**config.mk**
```make
export PLATFORM = sky130hd
export DESIGN_NAME = sram_rr_arbiter
export DESIGN_NICKNAME = d
export VERILOG_FILES = /design/src/rtl/sram_rr_arbiter.sv
export SDC_FILE = /design/constraint.sdc
export NUM_CORES = 1
export LEC_CHECK = 0
export ABC_AREA = 1
export BUFFER_PORTS_ARGS = -buffer_cell sky130_fd_sc_hd__buf_2
export CORE_MARGIN = 10
export CORE_UTILIZATION = 35
export CTS_BUF_LIST = sky130_fd_sc_hd__clkbuf_4 sky130_fd_sc_hd__clkbuf_8
export CTS_CLUSTER_SIZE = 30
export DETAILED_ROUTE_END_ITERATION = 8
export PLACE_DENSITY = 0.66
export SYNTH_ARGS = -nofsm -noshare
export SYNTH_HDL_FRONTEND = slang
export SYNTH_SLANG_ARGS = --single-unit
```
**constraint.sdc**
```tcl
create_clock -name sram_clock -period 4.9 [get_ports sram_clock]
set_clock_uncertainty 0.15 [all_clocks]
set_input_delay 0.735 -clock sram_clock [delete_from_list [all_inputs] [get_ports sram_clock]]
set_output_delay 0.735 -clock sram_clock [all_outputs]
set_load 0.005 [all_outputs]
```
**src/rtl/sram_rr_arbiter.sv**
```systemverilog
// rtl/sram_rr_arbiter.sv - round-robin arbiter of NUM_CH read/write channels onto one SRAM command port
// Read data is steered back to the issuing channel through an in-order tag FIFO.
module sram_rr_arbiter #(
  parameter int NUM_CH          = 4,
  parameter int ADDR_W          = 18,
  parameter int DATA_W          = 32,
  parameter int MASK_W          = 4,
  parameter int MAX_OUTSTANDING = 4
) (
  input  logic                               sram_clock,
  input  logic                               reset,
  input  logic [NUM_CH-1:0]                  req_valid,
  output logic [NUM_CH-1:0]                  req_ready,
  input  logic [NUM_CH*MASK_W-1:0]           req_mask,
  input  logic [NUM_CH*ADDR_W-1:0]           req_addr,
  input  logic [NUM_CH*DATA_W-1:0]           req_data,
  input  logic [NUM_CH-1:0]                  rsp_full,
  output logic [NUM_CH-1:0]                  rsp_valid,
  output logic [DATA_W-1:0]                  rsp_data,
  output logic                               sram_addr_valid,
  input  logic                               sram_ready,
  output logic [ADDR_W-1:0]                  sram_addr,
  output logic [DATA_W-1:0]                  sram_data_in,
  output logic [MASK_W-1:0]                  sram_write_mask,
  input  logic [DATA_W-1:0]                  sram_data_out,
  input  logic                               sram_data_out_valid,
  output logic [$clog2(MAX_OUTSTANDING):0]   outstanding,
  output logic                               err_unexpected_rsp
);

  localparam int CH_W  = $clog2(NUM_CH);
  localparam int PTR_W = $clog2(MAX_OUTSTANDING);
  localparam int OS_W  = PTR_W + 1;
  localparam logic [OS_W-1:0] OS_MAX = OS_W'(MAX_OUTSTANDING);

  logic                slot_valid_q, slot_valid_d;
  logic [ADDR_W-1:0]   slot_addr_q, slot_addr_d;
  logic [DATA_W-1:0]   slot_data_q, slot_data_d;
  logic [MASK_W-1:0]   slot_mask_q, slot_mask_d;
  logic [CH_W-1:0]     last_grant_q, last_grant_d;
  logic [CH_W-1:0]     tag_mem_q [MAX_OUTSTANDING];
  logic [CH_W-1:0]     tag_mem_d [MAX_OUTSTANDING];
  logic [PTR_W-1:0]    wr_ptr_q, wr_ptr_d;
  logic [PTR_W-1:0]    rd_ptr_q, rd_ptr_d;
  logic [OS_W-1:0]     outstanding_q, outstanding_d;
  logic [NUM_CH-1:0]   rsp_valid_q, rsp_valid_d;
  logic [DATA_W-1:0]   rsp_data_q, rsp_data_d;
  logic                err_q, err_d;

  logic [NUM_CH-1:0]   is_write;
  logic [NUM_CH-1:0]   eligible;
  logic                slot_free;
  logic                grant_found;
  logic [CH_W-1:0]     grant_idx;
  logic                grant;
  logic                grant_write;
  logic                push;
  logic                pop;

  // Reads are gated by the registered count, so a same-cycle response never unblocks a read.
  always_comb begin
    is_write = '0;
    eligible = '0;
    for (int i = 0; i < NUM_CH; i++) begin
      is_write[i] = |req_mask[i*MASK_W +: MASK_W];
      eligible[i] = req_valid[i] &&
                    (is_write[i] || (!rsp_full[i] && (outstanding_q < OS_MAX)));
    end
  end

  always_comb begin
    grant_found = 1'b0;
    grant_idx   = '0;
    for (int k = 1; k <= NUM_CH; k++) begin
      logic [CH_W:0] cand;
      cand = {1'b0, last_grant_q} + (CH_W+1)'(k);
      if (cand >= (CH_W+1)'(NUM_CH)) cand = cand - (CH_W+1)'(NUM_CH);
      if (!grant_found && eligible[cand[CH_W-1:0]]) begin
        grant_found = 1'b1;
        grant_idx   = cand[CH_W-1:0];
      end
    end
  end

  assign slot_free   = !slot_valid_q || sram_ready;
  assign grant       = slot_free && grant_found;
  assign grant_write = is_write[grant_idx];
  assign push        = grant && !grant_write;
  assign pop         = sram_data_out_valid && (outstanding_q != '0);

  always_comb begin
    req_ready = '0;
    if (grant) req_ready[grant_idx] = 1'b1;
  end

  always_comb begin
    slot_valid_d  = slot_valid_q;
    slot_addr_d   = slot_addr_q;
    slot_data_d   = slot_data_q;
    slot_mask_d   = slot_mask_q;
    last_grant_d  = last_grant_q;
    tag_mem_d     = tag_mem_q;
    wr_ptr_d      = wr_ptr_q;
    rd_ptr_d      = rd_ptr_q;
    rsp_valid_d   = '0;
    rsp_data_d    = rsp_data_q;
    err_d         = err_q;
    outstanding_d = outstanding_q + OS_W'(push) - OS_W'(pop);

    if (grant) begin
      slot_valid_d = 1'b1;
      slot_addr_d  = req_addr[grant_idx*ADDR_W +: ADDR_W];
      slot_data_d  = grant_write ? req_data[grant_idx*DATA_W +: DATA_W] : '0;
      slot_mask_d  = grant_write ? req_mask[grant_idx*MASK_W +: MASK_W] : '0;
      last_grant_d = grant_idx;
    end else if (sram_ready) begin
      slot_valid_d = 1'b0;
    end

    if (push) begin
      tag_mem_d[wr_ptr_q] = grant_idx;
      wr_ptr_d            = wr_ptr_q + PTR_W'(1);
    end

    if (pop) begin
      rd_ptr_d   = rd_ptr_q + PTR_W'(1);
      rsp_data_d = sram_data_out;
      for (int i = 0; i < NUM_CH; i++) begin
        rsp_valid_d[i] = (tag_mem_q[rd_ptr_q] == CH_W'(i));
      end
    end

    if (sram_data_out_valid && (outstanding_q == '0)) err_d = 1'b1;
  end

  always_ff @(posedge sram_clock or posedge reset) begin
    if (reset) begin
      slot_valid_q  <= 1'b0;
      slot_addr_q   <= '0;
      slot_data_q   <= '0;
      slot_mask_q   <= '0;
      last_grant_q  <= CH_W'(NUM_CH - 1);
      for (int i = 0; i < MAX_OUTSTANDING; i++) tag_mem_q[i] <= '0;
      wr_ptr_q      <= '0;
      rd_ptr_q      <= '0;
      outstanding_q <= '0;
      rsp_valid_q   <= '0;
      rsp_data_q    <= '0;
      err_q         <= 1'b0;
    end else begin
      slot_valid_q  <= slot_valid_d;
      slot_addr_q   <= slot_addr_d;
      slot_data_q   <= slot_data_d;
      slot_mask_q   <= slot_mask_d;
      last_grant_q  <= last_grant_d;
      tag_mem_q     <= tag_mem_d;
      wr_ptr_q      <= wr_ptr_d;
      rd_ptr_q      <= rd_ptr_d;
      outstanding_q <= outstanding_d;
      rsp_valid_q   <= rsp_valid_d;
      rsp_data_q    <= rsp_data_d;
      err_q         <= err_d;
    end
  end

  assign sram_addr_valid    = slot_valid_q;
  assign sram_addr          = slot_addr_q;
  assign sram_data_in       = slot_data_q;
  assign sram_write_mask    = slot_mask_q;
  assign rsp_valid          = rsp_valid_q;
  assign rsp_data           = rsp_data_q;
  assign outstanding        = outstanding_q;
  assign err_unexpected_rsp = err_q;

endmodule

```
==> results_dict.tcl, run 1 <==
set metrics [dict create \
    clk_latency_ns 0.38 \
    worst_slew_pin_slew_ns 0.905 \
    hpwl_um 19700 \
    die_y_um 156 \
    placementRows 49 \
    grt_max_degree 74 \
    cp.arrival_ns 3.24 \
    finalSetupTns_ns 0 \
    cts_num_sinks 109 \
    crit_path_frequent_cell "nand2_1" \
    postPlaceCellArea_sq_um 8300 \
    cp_slowest_cell "o21ai_4" \
    end_kind "output pin" \
    synth_area_per_cell_sq_um 6.72 \
    cp_max_fo 31 \
    ys.flop_type "dfrtp_1" \
    core-area_sq_um 18000 \
    cts_made_buffers 9 \
    fillerInstances 1905 \
    placement.io_buffers 358 \
    regArea_sq_um 2730 \
    setup_viol 0 \
    die-area_sq_um 24200 \
    crit_path_end "req_ready[2]" \
    ant_nets 0 \
    io_pins 359 \
    finalPower_mw 7.08 \
    hold_viol 0 \
    synth_warnings 0 \
    hp-class "register to register" \
    cts_tree "done" \
    antenna_found_initial 1 \
    synth_edf_count 0 \
    h-tree-depth 3 \
    grt_overflow_total 0 \
    drive_gt1_frac 0.313 \
    drtIter0Drc 410 \
    ir_drop_mv 0.681 \
    status "completed" \
    multi_input_area_sq_um 3340 \
    crit_start "outstanding[2]$_DFF_PP0_" \
    drc 0 \
    period_share 0.843 \
    synth_top_family_by_area "simple AND/OR/NAND/NOR gates" \
    power.leakage_nw 5.10 \
    synthDistinctLibCells 34 \
    synthCells 957 \
    final_nets 1551 \
    critPathRequiredTime_ns 4.01 \
    synth_fp_nets 1224 \
    max_freq_mhz 242 \
    grt_usage 0.202 \
    drv_cap 0 \
    grt_pass1_vias 7421 \
    start_util 0.357 \
    power_density_nw_per_um2 833 \
    mappedNetlistArea_sq_um 6430 \
    critPathKind "register to output pin" \
    rr_startpoint "outstanding[2]$_DFF_PP0_" \
    cts_setup_buffers 0 \
    cts_resized 0 \
    grt_pass1_wl_um 39200 \
    gp_congestion 0.932 \
    die_x_um 156 \
    cts-root-buf "clkbuf_8" \
    stdcell_area_sq_um 8490 \
    r2r_setup_slack_ns 0.99 \
    syn_to_final_growth_pct 32.0 \
    startpoint_type "register" \
    synthArstFlopShare 1.00 \
    dr.pass1.iters 5 \
    period_minus_slack_ns 4.13 \
    reg2reg_to "outstanding[2]$_DFF_PP0_" \
    reg2reg_depth 18 \
    synth_compound_area_frac 0.0395 \
    synth_xor_area_frac 0.00797 \
    wirelength_um 25300 \
    vias 7200 \
    critPathMaxStageDelay_ns 0.64 \
    rsz0062_at_grt "false" \
    synthMuxAreaShare 0 \
    slew_headroom 0.397 \
    path_cells "inv_1 > nand2_1 > nand3_1 > nand3_1 > nand2_1 > nand2_1 > nand2_1 > nand4_2 > o21ai_4 > buf_4 > nand2_1 > nor2_1 > buf_2" \
    wl_per_cell_um 16.7 \
    post_drt_via_cell_ratio 4.74 \
    hold_buffers 0 \
    clk_pin_slew_ns 0.11 \
    utilization 0.471 \
    yosys.area_share.simple 0.454 \
    slew_violations 0 \
    cts_buffer_depth 2 \
    synth_seq_cells 109 \
    ys_seq_area_frac 0.424 \
    synthAdderAreaFrac 0.0148 \
]
==> how the worst min path moves through the flow <==
stage	to	slack [ns]	start	depth (start not counted)
after detailed placement	err_unexpected_rsp$_DFFE_PP0P_	0.31	err_unexpected_rsp$_DFFE_PP0P_	1
after global routing	err_unexpected_rsp$_DFFE_PP0P_	0.35	err_unexpected_rsp$_DFFE_PP0P_	1
after CTS	err_unexpected_rsp$_DFFE_PP0P_	0.33	err_unexpected_rsp$_DFFE_PP0P_	1
after floorplan	tag_mem_q[1]$_DFFE_PP0P_	0.29	tag_mem_q[1]$_DFFE_PP0P_	2
after global placement	err_unexpected_rsp$_DFFE_PP0P_	0.30	err_unexpected_rsp$_DFFE_PP0P_	1
final	err_unexpected_rsp$_DFFE_PP0P_	0.33	err_unexpected_rsp$_DFFE_PP0P_	1
==> area by class of cell <==
class | instances | area share
multi-input combinational | 775 | 0.393
sequential | 109 | 0.321
timing repair buffer | 366 | 0.218
tap | 229 | 0.0337
clock buffer | 10 | 0.0162
inverter | 23 | 0.0108
clock inverter | 6 | 0.00648
antenna | 1 | 0.000295
==> flip-flops by register name, indices dropped and copies added (netlist names), 3 cells and up <==
register and flops:
outstanding 3, rsp_data 32, rsp_valid 4, sram_addr 18, sram_data_in 32, sram_write_mask 4, tag_mem_q 8
==> report_power, final <==
part           switching (mW)  internal (mW)
Sequential              0.204           1.31
Combinational            3.45           1.57
Clock                   0.339          0.209
Total                    3.99           3.09
==> worst max-delay path, delay by kind of cell, from the launching register on <==
kind                   cells  cell delay (ns)
buffers and inverters      3             0.75
and+or+nand+nor            9             1.01
DFF                        1             0.44
AOI/OAI and AO/OA          1             0.64
==> metrics by stage <==
step	instances	setup WS (ns)	hold slack, ns
after floorplan	957	1.14	0.292
final	1519	0.771	0.329
after detailed placement	1502	0.657	0.308
after global routing	1519	0.445	0.349
after CTS	1518	0.734	0.333
after global placement	1502	0.693	0.301
==> layout by cell type (no fill, tap or decap), types with 2 or more instances in the layout <==
cell type | synthesis | final
ha_1 | 6 | 6
o21ai_1 | 17 | 17
nor2_8 | 2 | 2
nand2_2 | 3 | 3
a21oi_1 | 22 | 22
dfstp_2 | 2 | 2
inv_6 | 0 | 2
buf_4 | 3 | 8
dfrtp_1 | 107 | 107
nand2_1 | 574 | 574
nand3_1 | 101 | 101
buf_2 | 19 | 358
clkinv_4 | 0 | 3
nand2_4 | 3 | 3
inv_4 | 1 | 2
o21ai_0 | 4 | 4
nor2_1 | 20 | 20
clkbuf_8 | 0 | 10
inv_2 | 2 | 3
inv_1 | 19 | 17
xor2_1 | 3 | 3
nand4_1 | 9 | 9
==> layer usage <==
metal  part of all wire  GRT usage  vias to the layer above
met4              0.034     0.0856                        0
met5                  0          0                        -
met1               0.40      0.227                     3219
met2               0.48      0.349                      284
met3              0.081     0.0573                       47
li1                   -          -                     3650
==> cell usage after synthesis, types with 4 or more instances <==
library cell / n / share of area
buf_2: 19 / 0.015
ha_1: 6 / 0.012
o21ai_0: 4 / 0.0031
nand2_1: 574 / 0.33
nor2_1: 20 / 0.012
a21oi_1: 22 / 0.017
nand3_1: 101 / 0.079
clkbuf_1: 20 / 0.012
buf_6: 7 / 0.012
inv_1: 19 / 0.011
nand4_1: 9 / 0.0088
dfrtp_1: 107 / 0.42
o21ai_1: 17 / 0.013
==> logic make-up after synthesis <==
| family | count (synthesis) |
|---|---|
| adders and majority gates | 7 |
| DFF | 109 |
| buffers and inverters | 73 |
| AOI/OAI and AO/OA | 47 |
| and+or+nand+nor | 716 |
| xor gates and xnor gates | 5 |
Power figures use the tool's default switching activity.
==> run 2, diff against run 1 <==
PLACE_DENSITY = 0.68   (was 0.66)
clock period = 3.6 ns   (was 4.9 ns; I/O delays follow)
==> results_dict.tcl, run 2 (synthesis gave the netlist of run 1 again) <==
set metrics [dict create \
    status "completed" \
    grt_max_degree 107 \
    core-area_sq_um 18000 \
    drtIter0Drc 423 \
    io_pins 359 \
    cts_buffer_depth 2 \
    critPathKind "register to output pin" \
    grt_pass1_vias 7342 \
    seqPwrFrac 0.208 \
    diodes 0 \
    grt_overflow_total 0 \
    cts-root-buf "clkbuf_8" \
    dr.pass1.iters 5 \
    p_comb_frac 0.707 \
    wl_per_cell_um 16.7 \
    hold_viol 0 \
    placement.io_buffers 358 \
    swShare 0.545 \
    die-area_sq_um 24200 \
    setup_viol 0 \
    cp_num_buf_inv 5 \
    h-tree-depth 3 \
    power.leakage_nw 5.16 \
    critPathRequiredTime_ns 2.91 \
    mostFrequentLayoutCells "573 x nand2_1, 358 x buf_2, 107 x dfrtp_1" \
    final_common_cell "nand2_1" \
    drv_cap 0 \
    crit_path_frequent_cell "nand3_1" \
    intPower_mw 4.53 \
    drive_gt1_frac 0.319 \
    final_nets 1560 \
    critPathMaxStageDelay_ns 0.64 \
    fillerInstances 1882 \
    post_drt_via_cell_ratio 4.79 \
    clk_latency_ns 0.38 \
    worst_slew_pin_slew_ns 0.680 \
    clk_pin_slew_ns 0.11 \
    grt_usage 0.199 \
    gp_congestion 0.934 \
    utilization 0.479 \
    cp_max_fo 40 \
    hp-class "primary input to register" \
    power_density_nw_per_um2 1150 \
    grt_pass1_wl_um 39300 \
    cp.arrival_ns 2.67 \
    hpwl_um 20200 \
    period_share 0.934 \
    period_minus_slack_ns 3.36 \
    vias 7304 \
    die_x_um 156 \
    rsz0062_at_grt "false" \
    power.switching_mw 5.43 \
    slew_violations 0 \
    start_util 0.357 \
    finalSetupTns_ns 0 \
    cts_made_buffers 9 \
    cp_slowest_cell "dfstp_2" \
    drc 0 \
    critical-path-top-delay-family "buffers and inverters" \
    cts_num_sinks 109 \
    ir_drop_mv 0.831 \
    syn_to_final_growth_pct 34.3 \
    path_cells "inv_2 > nand3_1 > nand3_1 > nand2_1 > nand3_1 > nand3_2 > nand2_4 > buf_4 > inv_4 > buf_6 > nor2_1 > buf_2" \
    startpoint_type "register" \
    pwr-share-clk 0.085 \
    cts_tree "done" \
    placementRows 49 \
    wirelength_um 25500 \
    max_freq_mhz 297 \
    end_kind "output pin" \
    ant_nets 0 \
    die_y_um 156 \
    slew_headroom 0.547 \
    antenna_found_initial 0 \
]
run 2: what timing repair did:
item	CTS	global route
resized for setup	1	7
buffers inserted	0	1
hold buffers	1	0
endpoints found under the setup margin	2	4
pin swaps	0	1
endpoints found under the hold margin	3	0
run 2: final timing paths:
| check | cells after the start | to | start | slack (ns) |
|---|---|---|---|---|
| min in group asynchronous | 3 | sram_data_in[29]$_DFFE_PP0P_ | reset | 0.42 |
| max reg2reg | 17 | outstanding[2]$_DFF_PP0_ | last_grant_q[0]$_DFFE_PP1P_ | 0.24 |
| max | 12 | req_ready[2] | last_grant_q[0]$_DFFE_PP1P_ | 0.24 |
| min reg2reg | 2 | sram_addr[17]$_DFFE_PP0P_ | sram_addr[17]$_DFFE_PP0P_ | 0.33 |
| min | 3 | rsp_data[0]$_DFFE_PP0P_ | sram_data_out[0] | 0.19 |
| max in group asynchronous | 4 | wr_ptr_q[0]$_DFFE_PP0N_ | reset | 2.14 |
run 2: worst register-to-register path: cells and delay by family, from the launching register on:
kind            cells  cell delay (ns)
simple gates        8             0.92
fa+ha+maj           3             0.86
flops               1             0.64
xor+xnor            2             0.38
buf+inv             3             0.24
compound gates      1             0.11
run 2: layer usage:
metal  track usage  vias to the layer above  part of all wire
li1              -                     3671                 -
met3        0.0488                       43             0.078
met5             0                        -                 0
met2         0.348                      311              0.50
met1         0.229                     3279              0.40
met4        0.0789                        0             0.030
run 2: stage by stage:
step / power, mW / instance area [sq um] / cells / setup WS (ns) / hold slack (ns)
detailed placement: 9.16 / 8380 / 1509 / 0.0397 / 0.266
global route: 11.1 / 8640 / 1526 / 0.00471 / 0.172
floorplan: 7.19 / 6430 / 957 / 0.0394 / 0.292
CTS: 10.0 / 8610 / 1525 / 0.0287 / 0.163
global placement: 9.03 / 8380 / 1509 / 0.108 / 0.263
finish: 9.96 / 8640 / 1526 / 0.237 / 0.191
run 2: power groups by stage:
stage	logic [mW]	registers, mW	clock network, mW
final	7.04	2.07	0.848
after global routing	8.00	2.14	0.926
after CTS	7.09	2.08	0.884
after detailed placement	7.07	2.09	0
after global placement	6.95	2.08	0
after floorplan	5.09	2.10	0
run 2: cell type report:
| cell class | instances | area [sq um] | area share |
|---|---|---|---|
| Clock buffer | 9 | 124 | 0.0143 |
| Tap cell | 229 | 287 | 0.0332 |
| Clock inverter | 6 | 96.3 | 0.0111 |
| Sequential cell | 109 | 2730 | 0.316 |
| Timing Repair Buffer | 375 | 1960 | 0.227 |
| Inverter | 23 | 91.3 | 0.0106 |
| Multi-Input combinational cell | 775 | 3350 | 0.388 |
